[src/rtl/mips_mc_pkg.sv]
// rtl/mips_mc_pkg.sv - shared encodings for the multi-cycle 16-bit-instruction MIPS core
package mips_mc_pkg;

  localparam logic [2:0] OP_R    = 3'b000;
  localparam logic [2:0] OP_SLTI = 3'b001;
  localparam logic [2:0] OP_J    = 3'b010;
  localparam logic [2:0] OP_JAL  = 3'b011;
  localparam logic [2:0] OP_LW   = 3'b100;
  localparam logic [2:0] OP_SW   = 3'b101;
  localparam logic [2:0] OP_BEQ  = 3'b110;
  localparam logic [2:0] OP_ADDI = 3'b111;

  localparam logic [3:0] F_ADD = 4'd0;
  localparam logic [3:0] F_SUB = 4'd1;
  localparam logic [3:0] F_AND = 4'd2;
  localparam logic [3:0] F_OR  = 4'd3;
  localparam logic [3:0] F_SLT = 4'd4;
  localparam logic [3:0] F_JR  = 4'd8;

  localparam logic [2:0] LINK_REG = 3'd7;

  typedef enum logic [2:0] {
    S_FETCH  = 3'd0,
    S_DECODE = 3'd1,
    S_EXEC   = 3'd2,
    S_MEM    = 3'd3,
    S_WB     = 3'd4
  } state_t;

  typedef enum logic [2:0] {
    ALU_ADD = 3'd0,
    ALU_SUB = 3'd1,
    ALU_AND = 3'd2,
    ALU_OR  = 3'd3,
    ALU_SLT = 3'd4
  } alu_op_t;

endpackage

[src/rtl/mips_mc_regfile.sv]
// rtl/mips_mc_regfile.sv - NREGS x XLEN register file, two async reads, one sync write
// r0 is never written and always reads as zero.
module mips_mc_regfile #(
  parameter int XLEN  = 16,
  parameter int NREGS = 8
) (
  input  logic            clk,
  input  logic            rst_n,
  input  logic            we_i,
  input  logic [2:0]      waddr_i,
  input  logic [XLEN-1:0] wdata_i,
  input  logic [2:0]      raddr1_i,
  input  logic [2:0]      raddr2_i,
  output logic [XLEN-1:0] rdata1_o,
  output logic [XLEN-1:0] rdata2_o
);

  logic [XLEN-1:0] regs_q [NREGS];

  always_ff @(posedge clk or negedge rst_n) begin
    if (!rst_n) begin
      for (int i = 0; i < NREGS; i++) regs_q[i] <= '0;
    end else if (we_i && (waddr_i != 3'd0)) begin
      regs_q[waddr_i] <= wdata_i;
    end
  end

  assign rdata1_o = (raddr1_i == 3'd0) ? '0 : regs_q[raddr1_i];
  assign rdata2_o = (raddr2_i == 3'd0) ? '0 : regs_q[raddr2_i];

endmodule

[src/rtl/mips_multicycle.sv]
// rtl/mips_multicycle.sv - multi-cycle MIPS core on a single shared valid/ready memory bus
// FSM, ALU and PC logic live here; the register file is a sub-module.
import mips_mc_pkg::*;

module mips_multicycle #(
  parameter int              XLEN     = 16,
  parameter int              NREGS    = 8,
  parameter logic [XLEN-1:0] RESET_PC = '0
) (
  input  logic            clk,
  input  logic            reset,
  output logic            mem_req,
  output logic            mem_we,
  output logic [XLEN-1:0] mem_addr,
  output logic [XLEN-1:0] mem_wdata,
  input  logic [XLEN-1:0] mem_rdata,
  input  logic            mem_ready,
  output logic [XLEN-1:0] pc_out,
  output logic [XLEN-1:0] alu_result,
  output logic            retire,
  output logic            illegal
);

  state_t          state_q;
  logic [15:0]     ir_q;
  logic [XLEN-1:0] pc_q, a_q, b_q, alu_q, mdr_q;
  logic            mem_req_q, mem_we_q, retire_q, illegal_q;

  logic [2:0]      op, rs, rt, rd;
  logic [3:0]      funct;
  logic [XLEN-1:0] simm, jump_tgt, pc_plus2;
  logic            is_r, is_jr, is_illegal, ends_in_exec;

  assign op       = ir_q[15:13];
  assign rs       = ir_q[12:10];
  assign rt       = ir_q[9:7];
  assign rd       = ir_q[6:4];
  assign funct    = ir_q[3:0];
  assign simm     = {{(XLEN-7){ir_q[6]}}, ir_q[6:0]};
  assign jump_tgt = {pc_q[XLEN-1:14], ir_q[12:0], 1'b0};
  assign pc_plus2 = pc_q + {{(XLEN-2){1'b0}}, 2'd2};

  assign is_r       = (op == OP_R);
  assign is_jr      = is_r && (funct == F_JR);
  assign is_illegal = is_r && !is_jr && (funct > F_SLT);
  // These finish in EXEC: no register write-back and no data transfer.
  assign ends_in_exec = is_jr || is_illegal || (op == OP_J) || (op == OP_JAL) || (op == OP_BEQ);

  alu_op_t         alu_op;
  logic [XLEN-1:0] alu_b, alu_out;

  always_comb begin
    alu_b  = (is_r || op == OP_BEQ) ? b_q : simm;
    alu_op = ALU_ADD;
    if (is_r) begin
      case (funct)
        F_SUB:   alu_op = ALU_SUB;
        F_AND:   alu_op = ALU_AND;
        F_OR:    alu_op = ALU_OR;
        F_SLT:   alu_op = ALU_SLT;
        default: alu_op = ALU_ADD;
      endcase
    end else if (op == OP_SLTI) begin
      alu_op = ALU_SLT;
    end else if (op == OP_BEQ) begin
      alu_op = ALU_SUB;
    end
    case (alu_op)
      ALU_SUB: alu_out = a_q - alu_b;
      ALU_AND: alu_out = a_q & alu_b;
      ALU_OR:  alu_out = a_q | alu_b;
      ALU_SLT: alu_out = {{(XLEN-1){1'b0}}, ($signed(a_q) < $signed(alu_b))};
      default: alu_out = a_q + alu_b;
    endcase
  end

  logic            rf_we;
  logic [2:0]      rf_waddr;
  logic [XLEN-1:0] rf_wdata, rf_rdata1, rf_rdata2;

  // jal links in EXEC; every other write happens in WB, so one port suffices.
  assign rf_we    = (state_q == S_WB) || (state_q == S_EXEC && op == OP_JAL);
  assign rf_waddr = (state_q == S_EXEC) ? LINK_REG : (is_r ? rd : rt);
  assign rf_wdata = (state_q == S_EXEC) ? pc_q : ((op == OP_LW) ? mdr_q : alu_q);

  mips_mc_regfile #(.XLEN(XLEN), .NREGS(NREGS)) u_rf (
    .clk      (clk),
    .rst_n    (reset),
    .we_i     (rf_we),
    .waddr_i  (rf_waddr),
    .wdata_i  (rf_wdata),
    .raddr1_i (rs),
    .raddr2_i (rt),
    .rdata1_o (rf_rdata1),
    .rdata2_o (rf_rdata2)
  );

  always_ff @(posedge clk or negedge reset) begin
    if (!reset) begin
      state_q   <= S_FETCH;
      pc_q      <= RESET_PC;
      ir_q      <= '0;
      a_q       <= '0;
      b_q       <= '0;
      alu_q     <= '0;
      mdr_q     <= '0;
      mem_req_q <= 1'b0;
      mem_we_q  <= 1'b0;
      retire_q  <= 1'b0;
      illegal_q <= 1'b0;
    end else begin
      retire_q  <= 1'b0;
      illegal_q <= 1'b0;
      case (state_q)
        // Entering FETCH with the request low (after reset or a store) costs one idle cycle.
        S_FETCH: begin
          if (!mem_req_q) begin
            mem_req_q <= 1'b1;
          end else if (mem_ready) begin
            ir_q      <= mem_rdata[15:0];
            pc_q      <= pc_plus2;
            mem_req_q <= 1'b0;
            state_q   <= S_DECODE;
          end
        end
        S_DECODE: begin
          a_q       <= rf_rdata1;
          b_q       <= rf_rdata2;
          retire_q  <= ends_in_exec;
          illegal_q <= is_illegal;
          state_q   <= S_EXEC;
        end
        S_EXEC: begin
          alu_q     <= alu_out;
          state_q   <= S_FETCH;
          mem_req_q <= 1'b1;
          if (op == OP_LW || op == OP_SW) begin
            state_q  <= S_MEM;
            mem_we_q <= (op == OP_SW);
          end else if (!ends_in_exec) begin
            state_q   <= S_WB;
            mem_req_q <= 1'b0;
            retire_q  <= 1'b1;
          end
          if (is_jr) begin
            pc_q <= {a_q[XLEN-1:1], 1'b0};
          end else if (op == OP_J || op == OP_JAL) begin
            pc_q <= jump_tgt;
          end else if (op == OP_BEQ && a_q == b_q) begin
            pc_q <= pc_q + (simm << 1);
          end
        end
        S_MEM: begin
          if (mem_ready) begin
            mem_req_q <= 1'b0;
            mem_we_q  <= 1'b0;
            if (mem_we_q) begin
              state_q <= S_FETCH;
            end else begin
              mdr_q    <= mem_rdata;
              retire_q <= 1'b1;
              state_q  <= S_WB;
            end
          end
        end
        S_WB: begin
          mem_req_q <= 1'b1;
          state_q   <= S_FETCH;
        end
        default: state_q <= S_FETCH;
      endcase
    end
  end

  assign mem_req    = mem_req_q;
  assign mem_we     = mem_we_q;
  assign mem_addr   = (state_q == S_MEM) ? alu_q : pc_q;
  assign mem_wdata  = b_q;
  assign pc_out     = pc_q;
  assign alu_result = alu_q;
  // A store completes in whichever MEM cycle sees ready, so that retire term is combinational.
  assign retire     = retire_q || (state_q == S_MEM && mem_req_q && mem_we_q && mem_ready);
  assign illegal    = illegal_q;

endmodule

[config.mk]
export PLATFORM = sky130hd
export DESIGN_NAME = mips_multicycle
export DESIGN_NICKNAME = d
export VERILOG_FILES = /design/src/rtl/mips_mc_pkg.sv /design/src/rtl/mips_mc_regfile.sv /design/src/rtl/mips_multicycle.sv
export SDC_FILE = /design/constraint.sdc
export NUM_CORES = 1
export LEC_CHECK = 0
export ABC_CLOCK_PERIOD_IN_PS = 12850
export CORE_MARGIN = 2
export CORE_UTILIZATION = 30
export DETAILED_ROUTE_END_ITERATION = 12
export PLACE_DENSITY_LB_ADDON = 0.12
export SYNTH_ARGS = -nofsm -noshare
export SYNTH_HDL_FRONTEND = slang
export SYNTH_SLANG_ARGS = --single-unit
[constraint.sdc]
create_clock -name clk -period 12.85 [get_ports clk]
set_clock_uncertainty 0.1 [all_clocks]
set_input_delay 1.9275 -clock clk [delete_from_list [all_inputs] [get_ports clk]]
set_output_delay 1.9275 -clock clk [all_outputs]
set_load 0.005 [all_outputs]
==> run summary <==
The max-slew violation total from the final report is 0, and the final antenna diode count is 0. Detailed routing inserted a total of 11500 vias. The data required time at the worst endpoint is 10.82 ns.

The worst register-to-register path ends at alu_result[14]. Cell depth of the worst min-delay path: 1. The power density of the placed cells came out at 289 nW/um2.

For hold timing, the worst endpoint is mdr_q[6]. The fraction of synthesized cell area taken by the top area cell type is 37.5%. In this run the clock root is driven by a sky130_fd_sc_hd__clkbuf_16. For the slack of the worst reg-to-reg path, the log shows 8.13 ns. The global router's overall resource usage is 20.0%.

STA classifies the critical path startpoint as an input port. sky130_fd_sc_hd__dfrtp_1 takes more of the synthesized area than any other cell. In this run the cell area of the synthesized design comes to 14300 um2.

Among all flip-flop cells after synthesis, the most frequent one is sky130_fd_sc_hd__dfrtp_1. The number of global-route vias before repair was 11400. Headroom to the max-slew limit came out at 12.2%. The overall die width was 222 um; the average footprint of a synthesized cell was 10.1 um2. Buffers added to address setup during post-CTS repair amount to 0. The leakage power summed over all cells came out at 7.11 nW.

The tools report the number of H-tree levels as 1. The number of cell instances on the worst register-to-register path is 15, and the data arrival time at the worst-slack endpoint is 3.30 ns. The shortest period the worst path allows came out at 5.33 ns. In this design, the stage delay of the slowest critical-path cell is 0.60 ns. The clock-pin transition on the worst setup and hold timing paths works out to 0.05 ns. The global-route wire length before repair is 74700 um. Clock tree synthesis inserted a total of 28 buffers. No sink is reached through more buffers than the 3 on the longest clock path. For the worst-skew pair, the clock arrives at the later sink with an insertion delay of 0.59 ns.

In this run the vertical extent of the chip is 222 um. The synthesized design contains 0 enable-type register cells. The number of placed I/O pins was 87. The number of rows in the core area was 79.

Max-cap check violation count: 0. Mean number of vias per cell: 5.47. Walking the worst path, the cells encountered are clkdlybuf4s50_1, nand3_1, o21bai_1, clkdlybuf4s50_1.

By startpoint and endpoint, the worst setup path is classified as input port to primary output. The worst setup path is captured at a primary output. Total wirelength of the detailed-routed design: 49700 um. Setup violations remaining at the end of the flow were counted as 0.

The number of nets in the layout is 1554, and the overall overflow remaining after global route is 0. For this run, asynchronously set or reset flops after synthesis account for 100%. Before antenna repair, the detailed router went through 5 iterations.

Across the VDD grid, the largest voltage drop is 99.0 uV. The run gives 85 as the number of distinct library cell variants in the gate-level netlist after synthesis. The startpoint identified for the worst hold timing path is mdr_q[6].

Relative to the synthesized area, the layout overhead comes to 17.2%. The logs give 2 for the initial antenna violation count and 7.52 ns for the post-route worst setup slack. After synthesis, flip-flops and latches occupy 37.5% of the total area.

The number of instances in the synthesized netlist was 1413; the final antenna-violating net count was 0. In the routed design, unresolved DRC markers number 0. In this run, synthesis produced a sequential element count of 214. TritonCTS built the clock tree. The synthesized net count came out at 1499. The overall die area is 49300 um2, and the warning count from the yosys run is 0. The path class of the tightest hold or removal check is flop to flop. For this run, the top clock speed supported by timing is 188 MHz. For the detailed router's first-iteration violation count, the log shows 828.

Setup repair after global routing left no endpoint under its margin. Entering global routing, the biggest net connects 97 pins. Final hold violation count: 0. The worst register-to-register path begins at ir_q[14]. After routing, the total negative slack on setup checks comes to 0 ns.

The slowest cell on the critical path was sky130_fd_sc_hd__clkdlybuf4s50_1. Among the stages of the critical path, the cell type that occurs most often is sky130_fd_sc_hd__clkdlybuf4s50_1. The core area was 46800 um2; the quantity of hold-fixing buffers added after cts was 0.

The weighted congestion at the end of routability-driven global placement was 0.877. The port buffer count works out to 85. The tools report the TritonCTS sink count as 214.

The logs give 30.5% for the initial core utilization and 7.53 ns for the worst-case setup slack after placement. The average routed wire per standard cell is 23.7 um, and the placed wire-length estimate after detailed placement is 34100 um. Along the worst path, the maximum fanout reaches 7.

Post-route clock period utilization: 41.5%. The post-route netlist has 21.1% of its cells at a drive strength greater than 1. At the pin with the least slew margin, the transition time is 1.30 ns.

The run finished with clean final reports. By area the synthesized netlist is led by sky130_fd_sc_hd__dfrtp_1, sky130_fd_sc_hd__mux2_2, sky130_fd_sc_hd__ha_1. After clock tree synthesis, the repair step resized 0 gates. The completed layout was analyzed and its total power is 4.84 mW.
-- final cells by class --
| class | instances | area [um2] |
|---|---|---|
| inverters | 52 | 195 |
| clock inverters | 8 | 170 |
| fillers | 4763 | 30000 |
| well taps | 607 | 759 |
| flip-flops and latches | 214 | 5360 |
| multi-input cells | 1060 | 8350 |
| repair buffers | 112 | 1060 |
| clock buffers | 44 | 831 |
-- flip-flops by register name, summed over array words and instances, names as in the netlist, 3 cells and up --
register     count
a_q             16
alu_result      16
ir_q            16
mdr_q           16
mem_wdata       16
pc_out          15
state_q          3
u_rf.regs_q    112
-- synthesized netlist by cell type, types with 4 or more instances --
library cell	instances
sky130_fd_sc_hd__mux2_1	23
sky130_fd_sc_hd__nand2b_1	13
sky130_fd_sc_hd__o31a_1	4
sky130_fd_sc_hd__a21oi_1	93
sky130_fd_sc_hd__dfrtp_1	214
sky130_fd_sc_hd__nor4_1	6
sky130_fd_sc_hd__xnor2_1	14
sky130_fd_sc_hd__o21ai_1	12
sky130_fd_sc_hd__nand3_1	24
sky130_fd_sc_hd__mux4_2	32
sky130_fd_sc_hd__o22ai_1	8
sky130_fd_sc_hd__or4_1	4
sky130_fd_sc_hd__a221o_1	5
sky130_fd_sc_hd__o21ba_2	4
sky130_fd_sc_hd__a21o_1	18
sky130_fd_sc_hd__a31oi_1	9
sky130_fd_sc_hd__nand4_1	4
sky130_fd_sc_hd__buf_2	24
sky130_fd_sc_hd__mux2i_1	19
sky130_fd_sc_hd__nand2_1	101
sky130_fd_sc_hd__nor2b_1	12
sky130_fd_sc_hd__ha_1	64
sky130_fd_sc_hd__or3_1	6
sky130_fd_sc_hd__o2111ai_1	5
sky130_fd_sc_hd__xor2_1	16
sky130_fd_sc_hd__o31ai_1	7
sky130_fd_sc_hd__nor3_1	22
sky130_fd_sc_hd__buf_1	5
sky130_fd_sc_hd__o21ai_0	96
sky130_fd_sc_hd__inv_1	52
sky130_fd_sc_hd__o221ai_1	9
sky130_fd_sc_hd__and3_1	8
sky130_fd_sc_hd__nor2_1	115
sky130_fd_sc_hd__mux2_2	169
sky130_fd_sc_hd__a221oi_1	6
sky130_fd_sc_hd__clkbuf_1	52
sky130_fd_sc_hd__o211ai_1	10
sky130_fd_sc_hd__a22oi_1	30
sky130_fd_sc_hd__o21bai_1	8
sky130_fd_sc_hd__o21a_1	5
sky130_fd_sc_hd__a211oi_1	16
-- layout by cell type (no fill, tap or decap), drive strengths merged, types with 7 or more instances in the layout --
cell type      instances
a22oi                 30
clkbuf                44
clkdlybuf4s50         84
nor2b                 14
mux2                 192
mux2i                 19
o21ai                108
a221oi                 7
o21bai                 8
and3                   8
o22ai                  8
nand2                101
xnor2                 14
dfrtp                214
nand3                 25
inv                   52
xor2                  16
nor4                   7
a31oi                  9
nor3                  27
a211oi                19
a21oi                 94
mux4                  32
nor2                 118
buf                   28
a21o                  18
nand2b                13
o211ai                11
ha                    64
o31ai                  7
o221ai                 9
-- critical path: cells and delay by family --
kind	cells	cell delay, ns
AOI/OAI and AO/OA	1	0.13
buffers and inverters	2	1.14
and+or+nand+nor	1	0.11
-- cell families (layout without fill, tap and decap cells) --
family | count (synthesis) | after routing | synth area share (%)
AND/OR/NAND/NOR | 344 | 344 | 11.7
XOR/XNOR | 30 | 30 | 1.84
multiplexers | 243 | 243 | 21.5
flip-flops | 214 | 214 | 37.5
other | 1 | 1 | 0.0263
AO/OA/AOI/OAI | 375 | 375 | 17.2
buffers and inverters | 139 | 216 | 4.11
adder cells (fa/ha/maj) | 67 | 67 | 6.04
-- routing by layer --
layer  up-vias  global-route usage, %  wire length [um]
met1      5802                   28.5             24000
met5         -                      0                13
li1       5310                      -                 -
met2       281                   31.9             22400
met4         2                   5.21              1250
met3        74                   2.78              2000
-- power breakdown --
| part | switching, mW | internal [mW] | leakage (nW) |
|---|---|---|---|
| Combinational | 1.54 | 1.16 | 3.84 |
| Sequential | 0.364 | 0.929 | 2.79 |
| Clock | 0.323 | 0.524 | 0.478 |
| Total | 2.22 | 2.62 | 7.11 |
-- metrics by stage --
stage                     cell area (um2)  util (%)  instances  hold slack, ns
after floorplan                     14300         -       1413           0.371
after global placement              15700      33.6       2045           0.382
after detailed placement            15700      33.6       2045           0.396
after CTS                           16700      35.8       2097           0.410
after global routing                16700      35.8       2097           0.422
final                               16700      35.8       2097           0.405
-- worst max path at each step --
| stage | from | end | slack (ns) | depth (start not counted) |
|---|---|---|---|---|
| after floorplan | ir_q[14] | alu_result[14] | 8.59 | 16 |
| after global placement | mem_ready | retire | 7.52 | 4 |
| after detailed placement | mem_ready | retire | 7.53 | 4 |
| after CTS | mem_ready | retire | 7.53 | 4 |
| after global routing | mem_ready | retire | 7.47 | 4 |
| final | mem_ready | retire | 7.52 | 4 |
Power figures use the tool's default switching activity.
